[config.mk]
export PLATFORM = sky130hd
export DESIGN_NAME = dispatch_team_scheduler_flat
export DESIGN_NICKNAME = d
export VERILOG_FILES = /design/src/rtl/dispatch_team_scheduler_pkg.sv /design/src/rtl/dispatch_team_scheduler_if.sv /design/src/rtl/dispatch_team_scheduler_team_timer.sv /design/src/rtl/dispatch_team_scheduler.sv /design/src/flat_wrapper.sv
export SDC_FILE = /design/constraint.sdc
export NUM_CORES = 1
export LEC_CHECK = 0
export BUFFER_PORTS_ARGS = -buffer_cell sky130_fd_sc_hd__buf_2
export CAP_MARGIN = 20
export CORE_ASPECT_RATIO = 0.75
export CORE_UTILIZATION = 57
export DETAILED_ROUTE_END_ITERATION = 6
export PLACE_DENSITY = 0.81
export RECOVER_POWER = 50
export SLEW_MARGIN = 20
export SYNTH_ARGS = -nofsm -noshare
export SYNTH_HDL_FRONTEND = slang
export SYNTH_SLANG_ARGS = --single-unit
[constraint.sdc]
create_clock -name clk -period 2.4 [get_ports clk]
set_input_delay 0.24 -clock clk [delete_from_list [all_inputs] [get_ports clk]]
set_output_delay 0.24 -clock clk [all_outputs]
set_load 0.01 [all_outputs]
[src/rtl/dispatch_team_scheduler_pkg.sv]
// -----------------------------------------------------------------------------
// resq_pkg
// Shared types and constants for the relief dispatch team scheduler:
//   - serve sequencer state encoding (IDLE -> ISSUE -> SETTLE)
//   - team index, zone, priority and counter widths
//   - default mission lengths for Shelter/Food and Evac requests
//   - lowest_set(): index of the lowest set bit of a team mask
// Optional feature macro used by the design: RESERVE_EVAC_TEAM_EN
// -----------------------------------------------------------------------------
package resq_pkg;

  typedef enum logic [1:0] {
    ST_IDLE   = 2'd0,
    ST_ISSUE  = 2'd1,
    ST_SETTLE = 2'd2
  } state_e;

  localparam int TEAM_IDX_W = 3;
  localparam int MAX_TEAMS  = 8;
  localparam int ZONE_W     = 8;
  localparam int PRIO_W     = 2;
  localparam int COUNT_W    = 16;

  localparam logic [7:0] DEF_MISSION_CYCLES = 8'd20;
  localparam logic [7:0] DEF_EVAC_CYCLES    = 8'd40;

  // Scanning from the top down leaves the lowest set index in idx.
  function automatic logic [TEAM_IDX_W-1:0] lowest_set(input logic [MAX_TEAMS-1:0] mask);
    logic [TEAM_IDX_W-1:0] idx;
    idx = 3'd0;
    for (int i = MAX_TEAMS - 1; i >= 0; i--) begin
      if (mask[i]) begin
        idx = TEAM_IDX_W'(i);
      end else begin
        idx = idx;
      end
    end
    return idx;
  endfunction

endpackage

[src/rtl/dispatch_team_scheduler_if.sv]
// -----------------------------------------------------------------------------
// dispatch_team_scheduler_if
// Bundles the queue-head inputs and the dispatch/status outputs of the team
// scheduler.
//   master : drives head_valid/head_evac/head_zone/head_priority, observes
//            serve_out and the dispatch/status outputs (queue side / bench)
//   slave  : the scheduler itself
// Parameter NUM_TEAMS sizes busy_mask and done_mask.
// -----------------------------------------------------------------------------
interface dispatch_team_scheduler_if #(
  parameter int NUM_TEAMS = 4
);
  import resq_pkg::*;

  logic                  head_valid;
  logic                  head_evac;
  logic [ZONE_W-1:0]     head_zone;
  logic [PRIO_W-1:0]     head_priority;
  logic                  serve_out;
  logic                  dispatch_valid;
  logic [TEAM_IDX_W-1:0] dispatch_team;
  logic [ZONE_W-1:0]     dispatch_zone;
  logic [PRIO_W-1:0]     dispatch_priority;
  logic [NUM_TEAMS-1:0]  busy_mask;
  logic                  all_busy;
  logic [NUM_TEAMS-1:0]  done_mask;
  logic [COUNT_W-1:0]    dispatch_count;

  modport master (
    output head_valid, head_evac, head_zone, head_priority,
    input  serve_out, dispatch_valid, dispatch_team, dispatch_zone,
           dispatch_priority, busy_mask, all_busy, done_mask, dispatch_count
  );

  modport slave (
    input  head_valid, head_evac, head_zone, head_priority,
    output serve_out, dispatch_valid, dispatch_team, dispatch_zone,
           dispatch_priority, busy_mask, all_busy, done_mask, dispatch_count
  );

endinterface

[src/rtl/dispatch_team_scheduler_team_timer.sv]
// -----------------------------------------------------------------------------
// team_timer
// Mission down-counter for a single field team.
//   clk, rst_n : clock, asynchronous active-low reset
//   load       : start a mission this edge (only asserted while idle)
//   load_val   : mission length in cycles (>= 1)
//   busy       : registered, high while the mission runs
//   busy_next  : value busy takes at the next edge
//   done       : registered one-cycle pulse on the 1 -> 0 transition
// -----------------------------------------------------------------------------
module team_timer
  import resq_pkg::*;
#(
  parameter int TIMER_W = 8
) (
  input  logic               clk,
  input  logic               rst_n,
  input  logic               load,
  input  logic [TIMER_W-1:0] load_val,
  output logic               busy,
  output logic               busy_next,
  output logic               done
);

  logic [TIMER_W-1:0] count_q, count_d;
  logic               busy_q, busy_d;
  logic               done_q, done_d;

  // Counter next state: load, decrement while busy, and flag expiry
  always_comb begin
    count_d = count_q;
    busy_d  = busy_q;
    done_d  = 1'b0;
    if (load) begin
      count_d = load_val;
      busy_d  = 1'b1;
    end else if (busy_q) begin
      count_d = count_q - TIMER_W'(1);
      if (count_q == TIMER_W'(1)) begin
        busy_d = 1'b0;
        done_d = 1'b1;
      end else begin
        busy_d = 1'b1;
      end
    end else begin
      count_d = count_q;
    end
  end

  // Counter state registers; reset aborts a mission without a done pulse
  always_ff @(posedge clk or negedge rst_n) begin
    if (!rst_n) begin
      count_q <= {TIMER_W{1'b0}};
      busy_q  <= 1'b0;
      done_q  <= 1'b0;
    end else begin
      count_q <= count_d;
      busy_q  <= busy_d;
      done_q  <= done_d;
    end
  end

  assign busy      = busy_q;
  assign busy_next = busy_d;
  assign done      = done_q;

endmodule

[src/rtl/dispatch_team_scheduler.sv]
// -----------------------------------------------------------------------------
// dispatch_team_scheduler
// Serves the arbitrated relief-queue head against a pool of NUM_TEAMS field
// teams. When the head is valid and an eligible team is free, it pops the head
// (one-cycle serve_out), binds the request to the lowest-index eligible free
// team and runs that team's mission timer; the team returns to the pool when
// the timer expires. A SETTLE cycle after each pop lets the queue heads update.
//   clk, rst_n : clock, asynchronous active-low reset
//   bus        : dispatch_team_scheduler_if.slave
//                in : head_valid, head_evac, head_zone, head_priority
//                out: serve_out, dispatch_valid, dispatch_team, dispatch_zone,
//                     dispatch_priority, busy_mask, all_busy, done_mask,
//                     dispatch_count
// Optional feature: define RESERVE_EVAC_TEAM_EN to reserve team 0 for Evac.
// -----------------------------------------------------------------------------
module dispatch_team_scheduler
  import resq_pkg::*;
#(
  parameter int                 NUM_TEAMS      = 4,
  parameter int                 TIMER_W        = 8,
  parameter logic [TIMER_W-1:0] MISSION_CYCLES = TIMER_W'(DEF_MISSION_CYCLES),
  parameter logic [TIMER_W-1:0] EVAC_CYCLES    = TIMER_W'(DEF_EVAC_CYCLES)
) (
  input logic                      clk,
  input logic                      rst_n,
  dispatch_team_scheduler_if.slave bus
);

  state_e                state_q, state_d;
  logic                  serve_q, serve_d;
  logic                  dv_q, dv_d;
  logic [TEAM_IDX_W-1:0] team_q, team_d;
  logic [ZONE_W-1:0]     zone_q, zone_d;
  logic [PRIO_W-1:0]     prio_q, prio_d;
  logic [COUNT_W-1:0]    count_q, count_d;
  logic                  all_busy_q, all_busy_d;

  logic                  issue_s;
  logic [TIMER_W-1:0]    load_val_s;
  logic [NUM_TEAMS-1:0]  load_vec_s;
  logic [NUM_TEAMS-1:0]  elig_mask_s;
  logic [NUM_TEAMS-1:0]  free_elig_s;
  logic [MAX_TEAMS-1:0]  free_pad_s;
  logic [NUM_TEAMS-1:0]  busy_vec_s;
  logic [NUM_TEAMS-1:0]  busy_next_s;
  logic [NUM_TEAMS-1:0]  done_vec_s;

  // Teams that may take the current head request
  always_comb begin
    elig_mask_s = {NUM_TEAMS{1'b1}};
`ifdef RESERVE_EVAC_TEAM_EN
    // Team 0 is held back for Evac heads only.
    if (bus.head_evac) begin
      elig_mask_s = {NUM_TEAMS{1'b1}};
    end else begin
      elig_mask_s[0] = 1'b0;
    end
`endif
  end

  // Free eligible teams; busy_vec_s is the registered busy bit, so a team
  // freed on this edge is only offered from the next edge onward.
  always_comb begin
    free_elig_s = ~busy_vec_s & elig_mask_s;
    free_pad_s  = {MAX_TEAMS{1'b0}};
    free_pad_s[NUM_TEAMS-1:0] = free_elig_s;
  end

  // Sequencer next state; serve/dispatch outputs are set on the IDLE->ISSUE
  // edge so they are visible, registered, throughout the ISSUE cycle.
  always_comb begin
    state_d    = state_q;
    serve_d    = 1'b0;
    dv_d       = 1'b0;
    team_d     = team_q;
    zone_d     = zone_q;
    prio_d     = prio_q;
    count_d    = count_q;
    issue_s    = 1'b0;
    load_val_s = MISSION_CYCLES;
    case (state_q)
      ST_IDLE: begin
        if (bus.head_valid && (|free_elig_s)) begin
          state_d = ST_ISSUE;
          serve_d = 1'b1;
          dv_d    = 1'b1;
          issue_s = 1'b1;
          team_d  = lowest_set(free_pad_s);
          zone_d  = bus.head_zone;
          prio_d  = bus.head_priority;
          if (bus.head_evac) begin
            load_val_s = EVAC_CYCLES;
          end else begin
            load_val_s = MISSION_CYCLES;
          end
          if (count_q != 16'hFFFF) begin
            count_d = count_q + 16'd1;
          end else begin
            count_d = count_q;
          end
        end else begin
          state_d = ST_IDLE;
        end
      end
      ST_ISSUE:  state_d = ST_SETTLE;
      ST_SETTLE: state_d = ST_IDLE;
      default:   state_d = ST_IDLE;
    endcase
  end

  // One-hot timer load for the chosen team
  always_comb begin
    load_vec_s = {NUM_TEAMS{1'b0}};
    for (int i = 0; i < NUM_TEAMS; i++) begin
      if (issue_s && (team_d == TEAM_IDX_W'(i))) begin
        load_vec_s[i] = 1'b1;
      end else begin
        load_vec_s[i] = 1'b0;
      end
    end
  end

  // all_busy follows the busy bits that will be visible next cycle, so it
  // lines up with busy_mask; ineligible teams are masked out.
  always_comb begin
    all_busy_d = &(busy_next_s | ~elig_mask_s);
  end

  // Sequencer and output registers
  always_ff @(posedge clk or negedge rst_n) begin
    if (!rst_n) begin
      state_q    <= ST_IDLE;
      serve_q    <= 1'b0;
      dv_q       <= 1'b0;
      team_q     <= 3'd0;
      zone_q     <= 8'd0;
      prio_q     <= 2'd0;
      count_q    <= 16'd0;
      all_busy_q <= 1'b0;
    end else begin
      state_q    <= state_d;
      serve_q    <= serve_d;
      dv_q       <= dv_d;
      team_q     <= team_d;
      zone_q     <= zone_d;
      prio_q     <= prio_d;
      count_q    <= count_d;
      all_busy_q <= all_busy_d;
    end
  end

  for (genvar g = 0; g < NUM_TEAMS; g++) begin : g_team
    team_timer #(
      .TIMER_W (TIMER_W)
    ) u_timer (
      .clk       (clk),
      .rst_n     (rst_n),
      .load      (load_vec_s[g]),
      .load_val  (load_val_s),
      .busy      (busy_vec_s[g]),
      .busy_next (busy_next_s[g]),
      .done      (done_vec_s[g])
    );
  end

  assign bus.serve_out         = serve_q;
  assign bus.dispatch_valid    = dv_q;
  assign bus.dispatch_team     = team_q;
  assign bus.dispatch_zone     = zone_q;
  assign bus.dispatch_priority = prio_q;
  assign bus.busy_mask         = busy_vec_s;
  assign bus.all_busy          = all_busy_q;
  assign bus.done_mask         = done_vec_s;
  assign bus.dispatch_count    = count_q;

endmodule
[src/flat_wrapper.sv]
// flat-port wrapper written by rule: the top's interface ports become plain ports
module dispatch_team_scheduler_flat import resq_pkg::*;
#(
  parameter int                 NUM_TEAMS      = 4,
  parameter int                 TIMER_W        = 8,
  parameter logic [TIMER_W-1:0] MISSION_CYCLES = TIMER_W'(DEF_MISSION_CYCLES),
  parameter logic [TIMER_W-1:0] EVAC_CYCLES    = TIMER_W'(DEF_EVAC_CYCLES)
)
  (clk, rst_n, bus_head_valid, bus_head_evac, bus_head_zone, bus_head_priority, bus_serve_out, bus_dispatch_valid, bus_dispatch_team, bus_dispatch_zone, bus_dispatch_priority, bus_busy_mask, bus_all_busy, bus_done_mask, bus_dispatch_count);
  dispatch_team_scheduler_if #(.NUM_TEAMS(NUM_TEAMS)) bus_i ();
  input logic clk;
  input logic rst_n;
  input wire logic [$bits(bus_i.head_valid)-1:0] bus_head_valid;
  input wire logic [$bits(bus_i.head_evac)-1:0] bus_head_evac;
  input wire logic [$bits(bus_i.head_zone)-1:0] bus_head_zone;
  input wire logic [$bits(bus_i.head_priority)-1:0] bus_head_priority;
  output wire logic [$bits(bus_i.serve_out)-1:0] bus_serve_out;
  output wire logic [$bits(bus_i.dispatch_valid)-1:0] bus_dispatch_valid;
  output wire logic [$bits(bus_i.dispatch_team)-1:0] bus_dispatch_team;
  output wire logic [$bits(bus_i.dispatch_zone)-1:0] bus_dispatch_zone;
  output wire logic [$bits(bus_i.dispatch_priority)-1:0] bus_dispatch_priority;
  output wire logic [$bits(bus_i.busy_mask)-1:0] bus_busy_mask;
  output wire logic [$bits(bus_i.all_busy)-1:0] bus_all_busy;
  output wire logic [$bits(bus_i.done_mask)-1:0] bus_done_mask;
  output wire logic [$bits(bus_i.dispatch_count)-1:0] bus_dispatch_count;
  assign bus_i.head_valid = bus_head_valid;
  assign bus_i.head_evac = bus_head_evac;
  assign bus_i.head_zone = bus_head_zone;
  assign bus_i.head_priority = bus_head_priority;
  assign bus_serve_out = bus_i.serve_out;
  assign bus_dispatch_valid = bus_i.dispatch_valid;
  assign bus_dispatch_team = bus_i.dispatch_team;
  assign bus_dispatch_zone = bus_i.dispatch_zone;
  assign bus_dispatch_priority = bus_i.dispatch_priority;
  assign bus_busy_mask = bus_i.busy_mask;
  assign bus_all_busy = bus_i.all_busy;
  assign bus_done_mask = bus_i.done_mask;
  assign bus_dispatch_count = bus_i.dispatch_count;
  dispatch_team_scheduler #(.NUM_TEAMS(NUM_TEAMS), .TIMER_W(TIMER_W), .MISSION_CYCLES(MISSION_CYCLES), .EVAC_CYCLES(EVAC_CYCLES)) u_core (.clk(clk), .rst_n(rst_n), .bus(bus_i));
endmodule
==> results.yml, run 1 <==
status:
  outcome: "finished with violations"
  violations: "capacitance limit, slew limit"
power:
  switching_power_mw: 1.978
  p_seq_frac: 0.426
  irDropWorstVdd_v: 0.0006522
  power_density_nw_per_um2: 1287
  pwr-share-comb: 0.363
  leakage_nw: 1.869
  p_sw_frac: 0.3812
  clockPowerShare: 0.211
  intPower_mw: 3.211
synthesis:
  ys_seq_elements: 72
  synth_cell_type_count: 47
  synth-async-reset-ratio: 1.000
  yosysSeqAreaShare: 0.5060
  yosysWarnings: 0
  synth_edf_count: 0
  synth_ff_type: "dfrtp_1"
  synth_area_sq_um: 3561
  syn_inst: 336
  ys_top_cells_by_count: "72 x dfrtp_1, 30 x nor2_1, 27 x nand2_1, 27 x xor2_1, 17 x nand3_1"
  syn-mean-instance-area_sq_um: 10.60
  yosysTopAreaCell: "dfrtp_1"
  netlist.area_leader.share: 0.5060
  yosysMostFrequentCell: "dfrtp_1"
  yosys-top-cells-area: "dfrtp_1 51%, xor2_1 6.6%, mux2_2 3.8%"
  syn-num-nets: 359
sta:
  fin_skew_ps: 9.875
  tightest_slew_ps: 1536
  period_needed_ps: 1914
  rsz0062_at_grt: "false"
  fmax_mhz: 522.5
  finalHoldViolCount: 0
  maxSlewViolCount: 73
  setup_violations: 0
  post-route-period-util: 0.7975
  holdWs_ps: 120.6
  fin_tns_setup_ps: 0
  max_slew_margin: -0.02394
drt:
  wl_per_cell_microns: 15.27
  num_vias: 2644
  wirelength_mm: 7.148
  dr.pass1.iters: 6
  drt_iter0_markers: 174
  postRouteAntennaNets: 0
  via_per_inst: 5.650
  drc: 0
clocking:
  cts_tree: "built"
  clockBufferDepth: 2
  h-tree-depth: 3
  cts_setup_buffers: 0
  cts_buffers: 9
  clkTransAtPathRegs_ps: 80
  root_buffer: "clkbuf_8"
  clock_latency_ps: 350
  cts_sinks: 72
flow_run:
  max_cap_viol_count: 1
worst_hold_path:
  holdPathStages: 2
  hold_path.class: "input pin to flip-flop"
  min_to: "u_core.bus.dispatch_priority[0]"
  min_from: "bus_head_priority[0]"
floorplanning:
  start_util: 0.6019
  die_y_microns: 70.45
  boundaryPins: 54
  die_area_sq_um: 6571
  die_w_microns: 93.27
  coreArea_sq_um: 5916
  core.rowCount: 24
critical_path:
  timing.rr.start: "u_core.g_team[2].u_timer.busy"
  path_buf_inv: 1
  critPathTopFamily: "simple AND/OR/NAND/NOR gates"
  worst_path_max_delay_cell: "dfrtp_1"
  max_stage_delay_ps: 570
  end_kind: "flip-flop"
  arrival_ps: 2160
  critPathMaxFanout: 13
  crit_required_ps: 2650
  r2r_end: "u_core.bus.all_busy"
  r2r_cells: 4
  path_cells: "inv_1 -> nor4_4 -> a21o_1 -> nor4bb_2"
  crit_type: "flip-flop to flip-flop"
  worstSetupStartpointType: "flip-flop"
  r2r_setup_slack_ps: 490
placed_design:
  gp_congestion: 0.8148
  io_buffers: 53
  place_inst: 451
  hpwl_mm: 4.895
global_route:
  grt_pass1_wl_mm: 12.61
  grt-ovfl-total: 0
  track_usage: 0.2512
  grt_max_degree: 73
  antenna_found_initial: 0
  first_global_vias: 2640
cells_and_area:
  nets: 408
  diodes: 0
  instances_no_fill: 468
  drive_gt1_frac: 0.1923
  area_growth_pct: 13.25
  final_util: 0.6817
  fill_cells: 438
[worst max path at each step]
stage / from / endpoint / cells after the start
after detailed placement: u_core.g_team[2].u_timer.busy / u_core.bus.all_busy / 4
final: u_core.g_team[2].u_timer.busy / u_core.bus.all_busy / 4
after CTS: u_core.g_team[2].u_timer.busy / u_core.bus.all_busy / 4
after global routing: rst_n / u_core.g_team[2].u_timer.count_q[6] / 3
after floorplan: u_core.bus.serve_out / u_core.g_team[3].u_timer.count_q[4] / 5
after global placement: u_core.bus.serve_out / u_core.bus.dispatch_count[4] / 5
[cells by family (layout without fill, tap and decap cells)]
kind of cell / Yosys count / count (layout) / share of synthesized area
xor gates and xnor gates: 35 / 35 / 0.08609
muxes: 14 / 14 / 0.04357
buffers and inverters: 35 / 89 / 0.05411
and+or+nand+nor: 132 / 132 / 0.2066
adders and majority gates: 9 / 9 / 0.03162
AOI/OAI and AO/OA: 39 / 39 / 0.07203
DFF: 72 / 72 / 0.5060
[placed cells by master, fill, tap and decap left out, types with 2 or more instances in the layout]
master / netlist / layout
and3_1: 3 / 3
o31ai_1: 2 / 2
nor2_1: 30 / 30
xnor2_1: 8 / 8
nand4_1: 7 / 7
and4_1: 3 / 3
ha_1: 9 / 9
o211ai_1: 6 / 6
bufinv_16: 0 / 2
nor3_1: 11 / 11
nand3_1: 17 / 17
nor3b_1: 3 / 3
buf_2: 4 / 35
and2_1: 2 / 2
clkbuf_1: 4 / 20
nand3b_1: 4 / 4
a211oi_1: 7 / 7
a21oi_1: 8 / 8
nor4b_1: 3 / 3
buf_4: 9 / 3
nor4_1: 6 / 6
inv_1: 15 / 15
xor2_1: 27 / 27
nand2b_1: 4 / 4
nand2_1: 27 / 27
o22ai_1: 5 / 5
clkbuf_8: 0 / 11
dfrtp_1: 72 / 72
mux2_2: 12 / 12
a31oi_1: 2 / 2
mux2i_1: 2 / 2
o21ai_0: 5 / 5
[final cells by class]
type / instances / area, sq um / area share
tap: 78 / 97.59 / 0.02420
clock buffer: 12 / 155.1 / 0.03847
multi-input combinational: 229 / 1567 / 0.3885
clock inverter: 4 / 76.32 / 0.01893
sequential: 72 / 1802 / 0.4468
timing repair buffer: 58 / 279.0 / 0.06919
inverter: 15 / 56.30 / 0.01396
[worst register-to-register path: stages (launching register included)]
cell and delay (ps):
dfrtp_1 570, inv_1 290, nor4_4 490, a21o_1 150, nor4bb_2 310
[state kept, by name (all words and copies together) (netlist names)]
| signal | cells |
|---|---|
| u_core.bus.dispatch_priority | 2 |
| u_core.bus.serve_out | 1 |
| u_core.bus.dispatch_team | 3 |
| u_core.g_team.u_timer.done | 4 |
| u_core.bus.dispatch_zone | 8 |
| u_core.state_q | 1 |
| u_core.bus.all_busy | 1 |
| u_core.bus.dispatch_count | 16 |
| u_core.g_team.u_timer.busy | 4 |
| u_core.g_team.u_timer.count_q | 32 |
[power groups by stage]
stage / logic (mW) / registers [mW] / clock network (mW)
6_report: 1.88 / 2.21 / 1.09
5_1_grt: 2.13 / 2.30 / 1.18
4_1_cts: 1.94 / 2.21 / 1.12
3_5_place_dp: 1.90 / 2.22 / 0
3_3_place_gp: 1.83 / 2.20 / 0
2_1_floorplan: 1.44 / 2.16 / 0
[metal layers]
| metal | GRT usage | routed length (microns) |
|---|---|---|
| met1 | 0.3634 | 3372 |
| met2 | 0.3554 | 3235 |
| met3 | 0.08061 | 398 |
| met4 | 0.08718 | 143 |
| met5 | 0 | 0 |
[repair_timing]
item                                    CTS  global route
resized for setup                         0             0
endpoints found under the setup margin    0             0
endpoints found under the hold margin    72             0
hold buffers                              1             0
[per-stage QoR]
step | worst slack, ps | total power [mW] | area, sq um
floorplan | 640.4 | 3.602 | 3561
global placement | 622.3 | 4.025 | 3830
detailed placement | 553.0 | 4.121 | 3830
CTS | 494.7 | 5.261 | 4071
global route | 196.4 | 5.606 | 4033
finish | 486.1 | 5.188 | 4033
(Power assumes the default switching activity.)
==> run 2: changes to the inputs <==
--- a/config.mk
+++ b/config.mk
@@ -5,12 +5,13 @@
 export SDC_FILE = /design/constraint.sdc
 export NUM_CORES = 1
 export LEC_CHECK = 0
+export ABC_AREA = 1
 export BUFFER_PORTS_ARGS = -buffer_cell sky130_fd_sc_hd__buf_2
 export CAP_MARGIN = 20
 export CORE_ASPECT_RATIO = 0.75
-export CORE_UTILIZATION = 57
+export CORE_UTILIZATION = 52
 export DETAILED_ROUTE_END_ITERATION = 6
-export PLACE_DENSITY = 0.81
+export PLACE_DENSITY = 0.77
 export RECOVER_POWER = 50
 export SLEW_MARGIN = 20
 export SYNTH_ARGS = -nofsm -noshare
==> constraint.sdc (replaced) <==
create_clock -name clk -period 1.65 [get_ports clk]
set_input_delay 0.165 -clock clk [delete_from_list [all_inputs] [get_ports clk]]
set_output_delay 0.165 -clock clk [all_outputs]
set_load 0.01 [all_outputs]
==> run 2 against run 1 <==
Compared with the run above:
- the run ends with setup timing left
- global-route usage up 0.18 points
- via count rose by 31%
- clock skew up 4.7 ps
- utilization decreased by 2.4 points
- critical endpoint is now u_core.bus.dispatch_count[12]
- critical path type unchanged
- non-clock buffer count up 20
- largest cell class is now multi-input gates
- sequential cell count stayed put
- highest routed layer unchanged
- largest power group unchanged
- sequential power shrank 20%
==> results.yml, run 2 <==
floorplanning:
  die_area_sq_um: 7849
  die_y_microns: 76.98
  die_w_microns: 102.0
  start_util: 0.5547
  coreArea_sq_um: 7027
  core.rowCount: 26
  boundaryPins: 54
synthesis:
  synth_top_family_by_area: "simple AND/OR/NAND/NOR gates"
  yosysMostFrequentCell: "nand2_1"
  ys_seq_elements: 72
  syn-num-nets: 527
  yosysTopAreaCell: "dfrtp_1"
  ys_top_cells_by_count: "170 x nand2_1, 72 x dfrtp_1, 59 x nor2_1"
  synth_compound_area_frac: 0.03531
  synth-async-reset-ratio: 1.000
  synth_cell_type_count: 32
  synth_ff_type: "dfrtp_1"
  post_synth_fa_ha_maj_area_fraction: 0.02889
  yosysSeqAreaShare: 0.4623
  syn_inst: 504
  yosys.area_share.simple: 0.3429
  yosys-top-cells-area: "dfrtp_1 46%, nand2_1 16%, nor2_1 5.7%"
  netlist.area_leader.share: 0.4623
  yosysWarnings: 0
  synth.area.mux_share: 0
  synth_edf_count: 0
  synth_area_sq_um: 3897
  synth-xor-area-share: 0.04719
  syn-mean-instance-area_sq_um: 7.733
clocking:
  cts_tree: "built"
  cts_sinks: 72
  clkTransAtPathRegs_ps: 80
  root_buffer: "clkbuf_8"
  h-tree-depth: 3
  cts_buffers: 9
  clockBufferDepth: 2
  clock_latency_ps: 350
sta:
  tightest_slew_ps: 996.9
  fmax_mhz: 593.0
  period_needed_ps: 1686
  fin_ws_ps: -36.36
  finalHoldViolCount: 0
  post-route-period-util: 1.022
  maxSlewViolCount: 0
  rsz0062_at_grt: "true"
  setup_violations: 11
  fin_skew_ps: 14.55
  max_slew_margin: 0.3354
placed_design:
  hpwl_mm: 6.326
  place_inst: 655
  gp_congestion: 0.8941
  io_buffers: 53
cells_and_area:
  nets: 599
  top_register: "u_core.g_team.u_timer.count_q"
  area_growth_pct: 18.62
  final_util: 0.6579
  instances_no_fill: 678
  largest_reg_flops: 32
  final_cell_mix: "165 x nand2_1, 70 x dfrtp_1, 56 x nor2_1"
  fill_cells: 608
  diodes: 0
  layout_commonest_cell: "nand2_1"
  drive_gt1_frac: 0.2017
power:
  irDropWorstVdd_v: 0.0005991
  power_density_nw_per_um2: 757.7
  leakage_nw: 2.396
global_route:
  first_global_vias: 3313
  grt_pass1_wl_mm: 15.46
  track_usage: 0.2530
  grt-ovfl-total: 0
  antenna_found_initial: 0
  grt_max_degree: 73
critical_path:
  worst_path_max_delay_cell: "dfrtp_1"
  critPathTopFamily: "simple AND/OR/NAND/NOR gates"
  max_stage_delay_ps: 460
  path_buf_inv: 2
  worstSetupStartpointType: "flip-flop"
  crit_type: "flip-flop to flip-flop"
  path_common_cell: "nand2_1"
  crit_required_ps: 1900
  critPathMaxFanout: 6
  path_cells: "nand2_1 -> nor2_1 -> nand2_2 -> o21ai_4 -> buf_4 -> clkinvlp_4 -> nand2_1 -> nand2_1"
  end_kind: "flip-flop"
  arrival_ps: 1930
drt:
  wirelength_mm: 9.425
  via_per_inst: 5.096
  drc: 0
  dr.pass1.iters: 5
  num_vias: 3455
  postRouteAntennaNets: 0
  wl_per_cell_microns: 13.90
  drt_iter0_markers: 353
status:
  violations: "setup timing"
  outcome: "finished with violations"
flow_run:
  max_cap_viol_count: 0
worst_hold_path:
  hold_path.class: "input pin to flip-flop"
-- run 2: cell count changes in the layout (fill, tap and decap cells not counted), sizes merged, moves of 8 or more --
| cell | change |
|---|---|
| o21ai | +8 |
| mux2 | -12 |
| nand3 | +26 |
| inv | +32 |
| xor2 | -11 |
| buf | +27 |
| clkbuf | -11 |
| nor4 | -8 |
| nor2 | +34 |
| nand2 | +151 |
-- run 2: worst paths after layout --
| check | startpoint | end | slack, ps | depth (start not counted) |
|---|---|---|---|---|
| worst min register to register | u_core.state_q[1] | u_core.state_q[1] | 460 | 1 |
| worst max-delay path | u_core.bus.dispatch_count[7] | u_core.bus.dispatch_count[12] | -40 | 8 |
| min in group asynchronous | rst_n | u_core.g_team[0].u_timer.count_q[5] | 620 | 3 |
| max in group asynchronous | rst_n | u_core.bus.dispatch_count[12] | 340 | 3 |
| worst min-delay path | bus_head_zone[4] | u_core.bus.dispatch_zone[4] | 10 | 3 |
| worst max register to register | u_core.bus.dispatch_count[7] | u_core.bus.dispatch_count[12] | -40 | 8 |
-- run 2: where the power goes --
part | switching, mW | total [mW] | leakage [nW] | internal [mW]
clock | 0.685 | 1.68 | 0.119 | 0.993
combinational | 0.0459 | 0.0616 | 1.40 | 0.0158
sequential | 0 | 1.76 | 0.881 | 1.76
-- run 2: kinds of logic (layout without fill, tap and decap cells) --
kind of cell,count (synthesis),after routing
and+or+nand+nor,310,310
buffers and inverters,66,142
adders and majority gates,9,9
AOI/OAI and AO/OA,26,26
xor gates and xnor gates,21,21
DFF,72,72
-- run 2: metal layers --
metal | GRT usage | wire length (microns) | vias to the layer above
li1 | - | - | 1715
met5 | 0 | 0 | -
met4 | 0.06286 | 83 | 0
met1 | 0.3560 | 4289 | 1607
met3 | 0.06928 | 653 | 11
met2 | 0.3859 | 4397 | 122
-- run 2: what timing repair did --
item / in CTS / in global routing
hold buffers: 2 / 0
hold endpoints to repair: 73 / 0
pin swaps: 0 / 4
gates cloned: 0 / 1
setup buffers: 0 / 5
resized for setup: 1 / 19
setup endpoints to repair: 1 / 24
-- run 2: worst min-delay path: stages --
cell and delay (ps):
buf_2 70, nand2_1 40, nand2_1 50
-- run 2: through the flow --
stage / power [mW] / area, sq um / setup slack [ps] / hold slack, ps / setup TNS (ps)
floorplan: 1.802 / 3897 / 51.62 / -130.6 / 0
global placement: 1.862 / 4288 / 66.59 / 225.8 / 0
detailed placement: 1.863 / 4288 / 39.94 / 225.1 / 0
CTS: 3.532 / 4543 / 21.17 / 4.103 / 0
global route: 3.600 / 4623 / -144.6 / 7.340 / -1801
finish: 3.503 / 4623 / -36.36 / 13.53 / -234.8
-- run 2: layout make-up --
cell class | instances | area [sq um] | share of cell area
sequential | 72 | 1804 | 0.3903
timing repair buffer | 78 | 445.4 | 0.09635
tap | 98 | 122.6 | 0.02652
inverter | 48 | 183.9 | 0.03978
timing repair inverter | 1 | 7.507 | 0.001624
clock inverter | 6 | 108.9 | 0.02355
clock buffer | 9 | 123.9 | 0.02679
multi-input combinational | 366 | 1827 | 0.3951
==> run 3: changes to the inputs <==
--- a/config.mk
+++ b/config.mk
@@ -11,7 +11,7 @@
 export CORE_ASPECT_RATIO = 0.75
 export CORE_UTILIZATION = 52
 export DETAILED_ROUTE_END_ITERATION = 6
-export PLACE_DENSITY = 0.77
+export PLACE_DENSITY = 0.76
 export RECOVER_POWER = 50
 export SLEW_MARGIN = 20
 export SYNTH_ARGS = -nofsm -noshare
==> run 3 against run 2 <==
Compared with the run above:
- the flow still finishes with violations (setup timing)
- sequential share of layout area up 0.15 points
- non-clock buffer count increased by 6
- utilization fell by 0.30 points
- global-route usage is 1.3 points lower
- wire length is 5.2% lower
- die area did not move
==> results.yml, run 3 (synthesis results as in run 2) <==
status:
  outcome: "finished with violations"
  violations: "setup timing"
drt:
  num_vias: 3504
  via_per_inst: 5.115
  dr.pass1.iters: 5
  wl_per_cell_microns: 13.05
  wirelength_mm: 8.938
  postRouteAntennaNets: 0
  drc: 0
  drt_iter0_markers: 267
cells_and_area:
  drive_gt1_frac: 0.1976
  nets: 605
  top_register: "u_core.g_team.u_timer.count_q"
  multi_input_area_sq_um: 1819
  diodes: 0
  area_growth_pct: 18.07
  area.sequential_sq_um: 1803
  largest_reg_flops: 32
  final_cell_mix: "163 x nand2_1, 71 x dfrtp_1, 57 x nor2_1"
  layout_commonest_cell: "nand2_1"
  fill_cells: 605
floorplanning:
  coreArea_sq_um: 7027
  die_area_sq_um: 7849
  core.rowCount: 26
  die_y_microns: 76.98
  start_util: 0.5547
  boundaryPins: 54
  die_w_microns: 102.0
clocking:
  cts_buffers: 9
  clkTransAtPathRegs_ps: 80
  clockBufferDepth: 2
  clock_latency_ps: 340
  cts_sinks: 72
  cts_tree: "built"
  h-tree-depth: 3
  root_buffer: "clkbuf_8"
power:
  irDropWorstVdd_v: 0.0004989
  leakage_nw: 2.395
  finalPower_mw: 3.160
  power_density_nw_per_um2: 686.8
global_route:
  grt_pass1_wl_mm: 14.86
  first_global_vias: 3250
  antenna_found_initial: 0
  grt_max_degree: 73
  grt-ovfl-total: 0
  track_usage: 0.2405
critical_path:
  critPathTopFamily: "simple AND/OR/NAND/NOR gates"
  timing.rr.start: "u_core.bus.dispatch_count[9]"
  worst_path_max_delay_cell: "dfrtp_1"
  path_common_cell: "nand2_1"
  path_cells: "inv_1 -> nor3_4 -> nand2_2 -> o21ai_4 -> clkinvlp_4 -> nand2_1 -> nand2_1"
  end_kind: "flip-flop"
  crit_type: "flip-flop to flip-flop"
  crit_required_ps: 1880
  cp-startpoint: "u_core.bus.dispatch_count[9]"
  critPathMaxFanout: 7
  max_stage_delay_ps: 390
  worstSetupStartpointType: "flip-flop"
  path_buf_inv: 2
  arrival_ps: 1910
placed_design:
  gp_congestion: 0.8636
  io_buffers: 53
  dpl_worst_slack_ps: 58.66
  hpwl_mm: 6.250
sta:
  fin_ws_ps: -33.27
  max_slew_margin: 0.3475
  tightest_slew_ps: 978.7
  maxSlewViolCount: 0
  fin_tns_setup_ps: -33.27
  fmax_mhz: 594.1
  period_needed_ps: 1683
  fin_skew_ps: 7.378
  finalHoldViolCount: 0
  setup_violations: 1
  post-route-period-util: 1.020
  rsz0062_at_grt: "true"
worst_hold_path:
  hold_path.class: "input pin to flip-flop"
  min_from: "bus_head_zone[6]"
flow_run:
  max_cap_viol_count: 0
==> run 3: changes by cell type in the layout (fill, tap and decap cells not counted), sizes merged <==
| cell | previous run | this run |
|---|---|---|
| clkbuf | 20 | 27 |
| buf | 65 | 67 |
| bufinv | 3 | 1 |
==> run 3: path summary, 6_finish.rpt <==
check                                                      end  slack (ps)  cells after the start
max in group asynchronous        u_core.bus.dispatch_count[12]         360                      3
max                              u_core.bus.dispatch_count[11]         -30                      7
min                                u_core.bus.dispatch_zone[6]          20                      3
min reg2reg                                  u_core.state_q[1]         450                      1
min in group asynchronous  u_core.g_team[0].u_timer.count_q[3]         620                      3
max reg2reg                      u_core.bus.dispatch_count[11]         -30                      7
==> run 3: repair_timing <==
item	4_1_cts	5_1_grt
buffers inserted	0	8
endpoints found under the hold margin	73	0
setup endpoints to repair	0	27
gates resized for setup	0	18
hold buffers	2	0
==> run 3: final cells by class <==
cell class                 instances  share of cell area
multi-input combinational        366              0.3953
inverter                          48             0.03997
tap                               98             0.02665
clock inverter                     4            0.009788
sequential                        72              0.3918
timing repair buffer              84              0.1055
timing repair inverter             1            0.001631
clock buffer                      12             0.02936
==> run 3: routing by layer <==
layer	track usage	routed length (microns)	vias up
met2	0.3752	4049	128
met4	0.06571	102	0
met1	0.3375	4240	1630
li1	-	-	1732
met5	0	0	-
met3	0.05196	545	14
==> run 3: stage by stage <==
stage / hold slack (ps) / std cells / instance area, sq um / utilization
floorplan: -130.6 / 504 / 3897 / -
global placement: 224.9 / 658 / 4310 / 0.6134
detailed placement: 225.8 / 658 / 4310 / 0.6134
CTS: 1.907 / 676 / 4511 / 0.6419
global route: 18.17 / 685 / 4602 / 0.6549
finish: 18.33 / 685 / 4602 / 0.6549
==> run 3: worst reg2reg max path: stages (launching register included) <==
cell        delay, ps
dfrtp_1           390
inv_1             130
nor3_4            230
nand2_2           100
o21ai_4           250
clkinvlp_4        270
nand2_1           140
nand2_1            60
==> run 3: report_power, final <==
group          switching [mW]  internal [mW]  total [mW]  leakage (nW)
Clock                   0.643          0.693        1.34        0.0941
Combinational          0.0448         0.0161      0.0608          1.42
Sequential                  0           1.76        1.76         0.883
Total                   0.688           2.47        3.16          2.40
